[config.mk]
export PLATFORM = sky130hd
export DESIGN_NAME = uart_axis_tx
export DESIGN_NICKNAME = d
export VERILOG_FILES = /design/src/rtl/uart_axis_tx.sv
export SDC_FILE = /design/constraint.sdc
export NUM_CORES = 1
export LEC_CHECK = 0
export BUFFER_PORTS_ARGS = -buffer_cell sky130_fd_sc_hd__buf_2
export CORE_MARGIN = 5
export CORE_UTILIZATION = 43
export CTS_CLUSTER_SIZE = 8
export DETAILED_ROUTE_END_ITERATION = 10
export GPL_ROUTABILITY_DRIVEN = 1
export GPL_TIMING_DRIVEN = 0
export PLACE_DENSITY = 0.67
export SLEW_MARGIN = 10
export SYNTH_ARGS = -nofsm -noshare
export SYNTH_HDL_FRONTEND = slang
export SYNTH_SLANG_ARGS = --single-unit
export TNS_END_PERCENT = 1
[constraint.sdc]
create_clock -name clk -period 4.1 [get_ports clk]
set_clock_uncertainty 0.05 [all_clocks]
set_input_delay 1.025 -clock clk [delete_from_list [all_inputs] [get_ports clk]]
set_output_delay 1.025 -clock clk [all_outputs]
set_load 0.1 [all_outputs]
[src/rtl/uart_axis_tx.sv]
// AXI-stream to UART transmitter: bytes are queued in a FIFO and sent
// as start/data/parity/stop frames on a registered, idle-high txd line.
module uart_axis_tx #(
  parameter int DATA_WIDTH   = 8,
  parameter int CLKS_PER_BIT = 868,
  parameter int FIFO_DEPTH   = 16,
  parameter int PARITY_EN    = 0,
  parameter int PARITY_ODD   = 0,
  parameter int STOP_BITS    = 1
) (
  input  logic                            clk,
  input  logic                            rst,
  input  logic [DATA_WIDTH-1:0]           s_axis_tdata,
  input  logic                            s_axis_tvalid,
  output logic                            s_axis_tready,
  output logic                            txd,
  output logic                            busy,
  output logic [$clog2(FIFO_DEPTH+1)-1:0] fifo_level
);

  localparam int LW = $clog2(FIFO_DEPTH + 1);
  localparam int AW = $clog2(FIFO_DEPTH);
  localparam int CW = $clog2(CLKS_PER_BIT);
  localparam int IW = (DATA_WIDTH > 2) ? $clog2(DATA_WIDTH) : 1;

  typedef enum logic [2:0] {
    IDLE,
    START,
    DATA,
    PARITY,
    STOP
  } state_e;

  state_e                state_q, state_d;
  logic [DATA_WIDTH-1:0] mem_q [FIFO_DEPTH];
  logic [AW-1:0]         wr_ptr_q, wr_ptr_d;
  logic [AW-1:0]         rd_ptr_q, rd_ptr_d;
  logic [LW-1:0]         level_q, level_d;
  logic [DATA_WIDTH-1:0] shift_q, shift_d;
  logic                  par_q, par_d;
  logic [CW-1:0]         baud_q, baud_d;
  logic [IW-1:0]         bit_q, bit_d;
  logic                  txd_q, txd_d;
  logic                  full, empty;
  logic                  push, pop;
  logic                  baud_wrap;
  logic [DATA_WIDTH-1:0] head;

  assign full          = (level_q == LW'(FIFO_DEPTH));
  assign empty         = (level_q == '0);
  assign s_axis_tready = !full && !rst;
  assign push          = s_axis_tvalid && s_axis_tready;
  assign baud_wrap     = (baud_q == CW'(CLKS_PER_BIT - 1));
  assign head          = mem_q[rd_ptr_q];

  assign txd        = txd_q;
  assign busy       = (state_q != IDLE) || !empty;
  assign fifo_level = level_q;

  always_ff @(posedge clk) begin
    if (push) begin
      mem_q[wr_ptr_q] <= s_axis_tdata;
    end
  end

  always_comb begin
    wr_ptr_d = wr_ptr_q;
    rd_ptr_d = rd_ptr_q;
    level_d  = level_q;
    if (push) begin
      wr_ptr_d = wr_ptr_q + AW'(1);
    end
    if (pop) begin
      rd_ptr_d = rd_ptr_q + AW'(1);
    end
    if (push && !pop) begin
      level_d = level_q + LW'(1);
    end else if (pop && !push) begin
      level_d = level_q - LW'(1);
    end
  end

  // txd_d is derived from the current state, so the line trails the FSM
  // by one cycle; every bit still lasts exactly CLKS_PER_BIT cycles.
  always_comb begin
    state_d = state_q;
    shift_d = shift_q;
    par_d   = par_q;
    baud_d  = baud_q;
    bit_d   = bit_q;
    pop     = 1'b0;
    txd_d   = 1'b1;
    unique case (state_q)
      IDLE: begin
        if (!empty) begin
          pop     = 1'b1;
          shift_d = head;
          par_d   = (^head) ^ (PARITY_ODD != 0);
          baud_d  = '0;
          state_d = START;
        end
      end
      START: begin
        txd_d  = 1'b0;
        baud_d = baud_q + CW'(1);
        if (baud_wrap) begin
          baud_d  = '0;
          bit_d   = '0;
          state_d = DATA;
        end
      end
      DATA: begin
        txd_d  = shift_q[0];
        baud_d = baud_q + CW'(1);
        if (baud_wrap) begin
          baud_d  = '0;
          shift_d = shift_q >> 1;
          if (bit_q == IW'(DATA_WIDTH - 1)) begin
            bit_d   = '0;
            state_d = (PARITY_EN != 0) ? PARITY : STOP;
          end else begin
            bit_d = bit_q + IW'(1);
          end
        end
      end
      PARITY: begin
        txd_d  = par_q;
        baud_d = baud_q + CW'(1);
        if (baud_wrap) begin
          baud_d  = '0;
          bit_d   = '0;
          state_d = STOP;
        end
      end
      STOP: begin
        txd_d  = 1'b1;
        baud_d = baud_q + CW'(1);
        if (baud_wrap) begin
          baud_d = '0;
          if (bit_q == IW'(STOP_BITS - 1)) begin
            bit_d = '0;
            if (!empty) begin
              pop     = 1'b1;
              shift_d = head;
              par_d   = (^head) ^ (PARITY_ODD != 0);
              state_d = START;
            end else begin
              state_d = IDLE;
            end
          end else begin
            bit_d = bit_q + IW'(1);
          end
        end
      end
      default: begin
        state_d = IDLE;
      end
    endcase
  end

  always_ff @(posedge clk or posedge rst) begin
    if (rst) begin
      state_q  <= IDLE;
      wr_ptr_q <= '0;
      rd_ptr_q <= '0;
      level_q  <= '0;
      shift_q  <= '0;
      par_q    <= 1'b0;
      baud_q   <= '0;
      bit_q    <= '0;
      txd_q    <= 1'b1;
    end else begin
      state_q  <= state_d;
      wr_ptr_q <= wr_ptr_d;
      rd_ptr_q <= rd_ptr_d;
      level_q  <= level_d;
      shift_q  <= shift_d;
      par_q    <= par_d;
      baud_q   <= baud_d;
      bit_q    <= bit_d;
      txd_q    <= txd_d;
    end
  end

endmodule

==> results of run 1 <==
## registers in the layout, summed over array words and instances (netlist names)
name,count
bit_q,3
par_q,1
baud_q,10
wr_ptr_q,4
rd_ptr_q,4
shift_q,8
mem_q,128
state_q,3
txd,1
fifo_level,5
## cell usage after synthesis, types with 2 or more instances
| cell type | count | area share |
|---|---|---|
| mux2_2 | 16 | 0.025 |
| edfxtp_1 | 128 | 0.53 |
| nor3_1 | 7 | 0.0049 |
| a22oi_1 | 17 | 0.018 |
| ha_1 | 13 | 0.023 |
| nand2b_1 | 2 | 0.0017 |
| nor2_1 | 23 | 0.012 |
| xnor2_1 | 15 | 0.018 |
| a21oi_1 | 7 | 0.0049 |
| buf_2 | 5 | 0.0035 |
| clkbuf_1 | 6 | 0.0031 |
| buf_4 | 2 | 0.0021 |
| nand3_1 | 9 | 0.0062 |
| o21ai_0 | 21 | 0.015 |
| mux4_1 | 11 | 0.040 |
| nand2_1 | 31 | 0.016 |
| inv_1 | 13 | 0.0068 |
| and2_1 | 10 | 0.0087 |
| and3_1 | 5 | 0.0043 |
| dfrtp_1 | 38 | 0.13 |
| a21o_1 | 3 | 0.0031 |
| buf_6 | 2 | 0.0031 |
| mux4_2 | 21 | 0.066 |
| or4_1 | 2 | 0.0021 |
| and4_1 | 3 | 0.0036 |
| xor2_1 | 4 | 0.0049 |
| o221ai_1 | 2 | 0.0024 |
| o31ai_1 | 2 | 0.0021 |
## cell families (layout without fill, tap and decap cells)
| kind of cell | after synthesis | in the layout | share of synthesized area |
|---|---|---|---|
| adder cells (fa/ha/maj) | 14 | 14 | 0.0253 |
| buffers and inverters | 33 | 83 | 0.0269 |
| AO/OA/AOI/OAI | 60 | 60 | 0.0545 |
| flip-flops | 167 | 167 | 0.668 |
| AND/OR/NAND/NOR | 102 | 102 | 0.0697 |
| XOR/XNOR | 19 | 19 | 0.0231 |
| multiplexers | 49 | 49 | 0.132 |
## path summary, 6_finish.rpt
kind | slack (ns) | start | end
max reg2reg | 0.55 | baud_q[0] | fifo_level[4]
max | 0.55 | baud_q[0] | fifo_level[4]
min reg2reg | 0.45 | shift_q[2] | shift_q[2]
min in group asynchronous | 0.72 | rst | state_q[2]
max in group asynchronous | 2.76 | rst | shift_q[6]
min | 0.45 | shift_q[2] | shift_q[2]
## layer usage
| layer | global-route usage | part of all wire | up-vias |
|---|---|---|---|
| li1 | - | - | 1800 |
| met1 | 0.198 | 0.43 | 2006 |
| met2 | 0.242 | 0.51 | 111 |
| met3 | 0.0319 | 0.046 | 16 |
| met4 | 0.0494 | 0.015 | 0 |
| met5 | 0 | 0 | - |
## stage by stage
step | power (uW) | worst slack, ns
floorplan | 2760 | 0.00973
global placement | 2940 | 0.630
detailed placement | 2970 | 0.597
CTS | 4610 | 0.563
global route | 4770 | 0.250
finish | 4570 | 0.552
## final cells by class
class	count	area, um^2	area share
Tap cell	220	275	0.0335
Sequential cell	167	4820	0.586
Inverter	14	52.6	0.00639
Multi-Input combinational cell	244	2220	0.270
Clock buffer	17	425	0.0517
Clock inverter	15	201	0.0245
Timing Repair Buffer	18	90.1	0.0110
Buffer	19	141	0.0172
## power by group
group | switching (uW) | internal (uW)
logic | 556 | 308
registers | 100 | 1970
clock network | 747 | 886
==> results.cfg, run 1 <==
[die]
die_h_um = 140
dieArea_mm2 = 0.0195
ios = 19
die_x_um = 140
core_mm2 = 0.0165
start_util = 0.436
fp-row-count = 47

[status]
status = completed

[worst_setup_path]
cp-end-kind = register
cp_num_buf_inv = 2
crit_type = reg -> reg
critPathMaxStageDelay_ns = 0.38
rr_worst_depth = 15
cp_top_family = simple AND/OR/NAND/NOR gates
crit_chain = ha_1 -> and4_1 -> nand4_2 -> o21ai_0 -> o21ai_0 -> nor2_2 -> inv_1 -> ha_1 -> inv_1 -> ha_1 -> a21o_1 -> a21oi_1 -> xnor2_1 -> nor2_1 -> xnor2_1
critPathMaxFanout = 9
cp_common_cell = ha_1
critical_path_depth = 15
required_ns = 4.36
slowest_stage = dfrtp_1
start_kind = register
cp.arrival_ns = 3.81

[logic_synthesis]
synth_nets = 469
synth-main-ff-cell = edfxtp_1
yosysWarnings = 0
netlist_instances = 444
synth_enable_flop_cells = 128
synth-seq-area-share = 0.668
ys_seq_elements = 167
avgSynthCellArea_um2 = 16.2
synthArstFlopShare = 0.234
synth.distinct_cells = 54
syn_area_mm2 = 0.00721

[flow_run]
maxCapViolations = 0

[clock_network]
h-tree-depth = 4
cts_hold_buf = 0
clk_pin_slew_worst_paths_ns = 0.07
cts.sinks = 167
clock_latency_ns = 0.43
root_buffer = clkbuf_16
cts_tree = yes
cts.repair.resized = 0
cts_buffer_depth = 2
cts_setup_buffers = 0
cts_buffers = 17

[final_layout]
areaGrowthSynthToFinish_pct = 14.1
layout-drive-gt1-share = 0.225
antenna_cells = 0
layout_commonest_cell = edfxtp_1
finalInstanceArea_mm2 = 0.00823
fin_util = 0.498
num-fill-cells = 1310
layout.nets = 506
stdcell_count = 714
final_cell_mix = edfxtp_1 (128), dfrtp_1 (38), nand2_1 (31)

[global_route]
grt_usage = 0.148
grt_pass1_vias = 3898
overflow = 0
grt_pass1_wl_um = 21800
grt_max_degree = 40
antenna_found_initial = 0

[sta]
max_freq_mhz = 282
setup-tns-final_ns = 0
maxSlewHeadroom = 0.343
rsz0062_at_grt = false
min_period_over_period = 0.865
whs_ns = 0.455
hold_violations = 0
slew_violations = 0
fin_crit_ns = 3.55
tightest_slew_ns = 0.978
setup_viol = 0

[route]
wl_per_cell_um = 19.3
drt-initial-drc-count = 270
num_vias = 3933
vias_per_cell = 5.51
drcViolationCount = 0
drt_wl_total_um = 13800
first_pass_iters = 5
ant_nets = 0

[hold_path]
hold_depth = 1
hp-class = reg -> reg

[place]
io_buffers = 18
place_congestion = 0.802
dp_cells = 682
post_dp_cell_area_mm2 = 0.00760
hpwl_um = 8980

[power]
power.leakage_uw = 0.00292
power.density_mw_per_mm2 = 556
peakVddDrop_uv = 333
Power figures use the tool's default switching activity.
==> run 2: changes to the inputs <==
- CORE_UTILIZATION: 43 -> 44
- PLACE_DENSITY: 0.67 -> 0.69
==> run 2 against run 1 <==
  * Wire length barely moved
  * Non-clock buffer count grew 1
  * Clock power is 2% lower
  * Largest cell class unchanged
  * Highest routed layer unchanged
==> results.cfg, run 2 (synthesis gave the netlist of run 1 again) <==
[sta]
max_freq_mhz = 280
maxSlewHeadroom = 0.340
tightest_slew_ns = 0.983
min_period_over_period = 0.872
fin_crit_ns = 3.58
setup_viol = 0
slew_violations = 0
rsz0062_at_grt = false
hold_violations = 0
setup-tns-final_ns = 0

[place]
io_buffers = 18
place_congestion = 0.840
hpwl_um = 9240

[status]
status = completed

[clock_network]
cts_hold_buf = 0
cts_buffer_depth = 2
clock_latency_ns = 0.42
cts.sinks = 167
root_buffer = clkbuf_16
cts.repair.resized = 0
h-tree-depth = 4
cts_setup_buffers = 0
clk_pin_slew_worst_paths_ns = 0.07
cts_tree = yes
cts_buffers = 17

[worst_setup_path]
cp-end-kind = register
crit_type = reg -> reg
start_kind = register
required_ns = 4.36
reg2reg_to = fifo_level[4]
timing.rr.start = baud_q[0]
cp.arrival_ns = 3.84
r2r_slack_ns = 0.52
critPathMaxFanout = 9
rr_worst_depth = 15

[global_route]
grt_pass1_wl_um = 21900
antenna_found_initial = 0
grt_max_degree = 23
overflow = 0
grt_pass1_vias = 3926
grt_usage = 0.150

[final_layout]
layout_commonest_cell = edfxtp_1
reg_top3 = mem_q: 128 flops, baud_q: 10 flops, shift_q: 8 flops
areaGrowthSynthToFinish_pct = 13.8
fin_util = 0.513
largest_reg_flops = 128
layout-drive-gt1-share = 0.223
regMostFlops = mem_q
antenna_cells = 0
layout.nets = 507
final_cell_mix = edfxtp_1 (128), dfrtp_1 (38), nand2_1 (31)

[die]
die_x_um = 138
start_util = 0.451
dieArea_mm2 = 0.0191
core_mm2 = 0.0160
die_h_um = 138
fp-row-count = 46
ios = 19

[power]
peakVddDrop_uv = 410
power.density_mw_per_mm2 = 553
power.leakage_uw = 0.00293

[hold_path]
hp-class = reg -> reg
hp-start = shift_q[3]
holdPathEnd = shift_q[3]
hold_depth = 1

[route]
drcViolationCount = 0
first_pass_iters = 5
wl_per_cell_um = 19.4
num_vias = 3965
drt-initial-drc-count = 383
vias_per_cell = 5.58
ant_nets = 0
drt_wl_total_um = 13800

[flow_run]
maxCapViolations = 0
==> run 2: worst max-delay path: stages, from the launching register on <==
cell     delay [ns]
dfrtp_1        0.38
ha_1           0.24
and4_1         0.25
nand4_2        0.23
o21ai_0        0.30
o21ai_0        0.19
nor2_2         0.35
inv_1          0.12
ha_1           0.22
inv_1          0.15
ha_1           0.29
a21o_1         0.19
a21oi_1        0.18
xnor2_1        0.14
nor2_1         0.07
xnor2_1        0.13
==> run 2: layer usage <==
metal / up-vias / track usage / routed length, um
met4: 0 / 0.0348 / 124
met5: - / 0 / 0
met1: 2046 / 0.205 / 6210
li1: 1796 / - / -
met3: 10 / 0.0462 / 764
met2: 113 / 0.238 / 6690
==> run 2: metrics by stage <==
stage               hold slack [ns]  setup WS [ns]  power, uW  cells  instance area [um^2]
floorplan                     0.417        0.00973       2760    444                  7210
global placement              0.436          0.651       2930    678                  7570
detailed placement            0.448          0.456       2980    679                  7600
CTS                           0.463          0.520       4560    710                  8190
global route                  0.469          0.170       4730    710                  8210
finish                        0.457          0.524       4540    710                  8210
==> run 2: final cells by class <==
cell class | instances | area (um^2)
plain buffers | 19 | 141
clock buffers | 17 | 425
clock inverters | 14 | 161
fillers | 1357 | 7790
inverters | 14 | 52.6
multi-input cells | 244 | 2220
flip-flops and latches | 167 | 4820
well taps | 216 | 270
repair buffers | 19 | 118
==> run 2: worst max path at each step <==
stage,from,endpoint,cells after the start,slack [ns]
floorplan,fifo_level[0],fifo_level[4],13,0.01
global placement,baud_q[0],fifo_level[4],15,0.65
detailed placement,rst,mem_q[4][3],6,0.46
CTS,baud_q[0],fifo_level[4],15,0.52
global route,baud_q[0],fifo_level[4],15,0.17
finish,baud_q[0],fifo_level[4],15,0.52
==> run 2: power breakdown <==
group / internal, uW / total [uW] / switching [uW]
Clock: 912 / 1590 / 677
Sequential: 1970 / 2080 / 102
Combinational: 312 / 874 / 562
Total: 3200 / 4540 / 1340
==> run 3: changes to the inputs <==
- BUFFER_PORTS_ARGS: -buffer_cell sky130_fd_sc_hd__buf_2 -> -buffer_cell sky130_fd_sc_hd__clkbuf_2
==> run 3 against run 2 <==
  * Clock-buffer cell count is the same
  * First-iteration DRC count is 33% lower
  * Critical path depth unchanged
  * Core utilization up 0.27 points
  * Highest routed layer unchanged
==> results.cfg, run 3 (synthesis gave the netlist of run 1 again) <==
[final_layout]
layout-drive-gt1-share = 0.226
reg_top3 = mem_q: 128 flops, baud_q: 10 flops, shift_q: 8 flops
layout_commonest_cell = edfxtp_1
layout.nets = 507
largest_reg_flops = 128
antenna_cells = 0
num-fill-cells = 1333
areaGrowthSynthToFinish_pct = 14.4
regMostFlops = mem_q
final_cell_mix = edfxtp_1 (128), dfrtp_1 (38), nand2_1 (31)

[route]
drt-initial-drc-count = 256
first_pass_iters = 4
num_vias = 3888
drt_wl_total_um = 13900
ant_nets = 0
wl_per_cell_um = 19.6
drcViolationCount = 0
vias_per_cell = 5.47

[clock_network]
root_buffer = clkbuf_16
h-tree-depth = 4
cts_hold_buf = 0
cts.sinks = 167
cts_buffer_depth = 2
cts.repair.resized = 0
cts_buffers = 17
cts_tree = yes
cts_setup_buffers = 0
clk_pin_slew_worst_paths_ns = 0.07
clock_latency_ns = 0.44

[place]
hpwl_um = 9070
place_congestion = 0.860
io_buffers = 18

[global_route]
grt_usage = 0.150
grt_pass1_vias = 4058
antenna_found_initial = 0
grt_max_degree = 31
overflow = 0
grt_pass1_wl_um = 21700

[power]
p_total_uw = 4650
power.density_mw_per_mm2 = 563
power.leakage_uw = 0.00294
peakVddDrop_uv = 504

[die]
die_x_um = 138
die_h_um = 138
fp-row-count = 46
start_util = 0.451
ios = 19
core_mm2 = 0.0160
dieArea_mm2 = 0.0191

[worst_setup_path]
slowest_stage = dfrtp_1
crit_end = fifo_level[4]
cp_common_cell = ha_1
critPathMaxStageDelay_ns = 0.37
reg2reg_to = fifo_level[4]
rr_worst_depth = 15
critical_path_depth = 15
required_ns = 4.36
start_kind = register
timing.rr.start = baud_q[0]
crit_chain = ha_1 -> and4_1 -> nand4_2 -> o21ai_0 -> o21ai_0 -> nor2_2 -> inv_1 -> ha_1 -> inv_1 -> ha_1 -> a21o_1 -> a21oi_1 -> xnor2_1 -> nor2_1 -> xnor2_1
critPathMaxFanout = 9
cp_num_buf_inv = 2
r2r_slack_ns = 0.55
cp_top_family = simple AND/OR/NAND/NOR gates
crit_type = reg -> reg
startpoint = baud_q[0]
cp-end-kind = register
cp.arrival_ns = 3.81

[sta]
min_period_over_period = 0.867
setup-tns-final_ns = 0
tightest_slew_ns = 0.995
rsz0062_at_grt = false
setup_viol = 0
slew_violations = 0
maxSlewHeadroom = 0.332
max_freq_mhz = 281
fin_crit_ns = 3.55
hold_violations = 0

[flow_run]
maxCapViolations = 0

[status]
status = completed

[hold_path]
hp-class = reg -> reg
## run 3: cell count changes in the layout (fill, tap and decap cells not counted), sizes merged
cell      change
inv           -2
clkbuf       +18
clkinv        +1
buf          -18
clkinvlp      +1
bufinv        +1
## run 3: cell type report
class | instances | area (um^2) | share of cell area
repair buffers | 19 | 110 | 0.0133
flip-flops and latches | 167 | 4820 | 0.584
clock inverters | 15 | 213 | 0.0258
inverters | 14 | 52.6 | 0.00637
clock buffers | 17 | 425 | 0.0515
plain buffers | 19 | 141 | 0.0171
well taps | 216 | 270 | 0.0327
multi-input cells | 244 | 2220 | 0.269
## run 3: per-stage QoR
stage	instance area [um^2]	utilization	std cells	setup slack (ns)	hold slack [ns]
2_1_floorplan	7210	-	444	0.00973	0.417
3_3_place_gp	7570	0.473	678	0.634	0.435
3_5_place_dp	7590	0.475	679	0.563	0.441
4_1_cts	8230	0.515	711	0.520	0.463
5_1_grt	8250	0.516	711	0.218	0.481
6_report	8250	0.516	711	0.547	0.459
## run 3: routing by layer
metal,share of wire,wire length (um),vias up,global-route usage
met5,0,0,-,0
met3,0.051,713,27,0.0414
met4,0.026,367,0,0.0650
met2,0.49,6860,104,0.243
li1,-,-,1800,-
met1,0.43,5960,1957,0.191
## run 3: worst reg2reg max path: cells and delay by family, from the launching register on
kind / cells / cell delay, ns
AOI/OAI and AO/OA: 4 / 0.84
xor gates and xnor gates: 2 / 0.26
adders and majority gates: 3 / 0.74
buffers and inverters: 2 / 0.28
DFF: 1 / 0.37
and+or+nand+nor: 4 / 0.89
## run 3: power breakdown
group	leakage (uW)	internal [uW]	total (uW)	switching, uW
sequential	0.00164	1970	2080	102
combinational	0.000999	310	869	559
clock	0.000310	987	1700	715
## run 3: worst min-delay path by stage
stage	start	to	depth (start not counted)
4_1_cts	shift_q[2]	shift_q[2]	1
5_1_grt	rst	baud_q[7]	2
6_report	shift_q[4]	shift_q[4]	1
3_3_place_gp	shift_q[7]	shift_q[7]	1
2_1_floorplan	shift_q[7]	shift_q[7]	1
3_5_place_dp	shift_q[1]	shift_q[1]	1
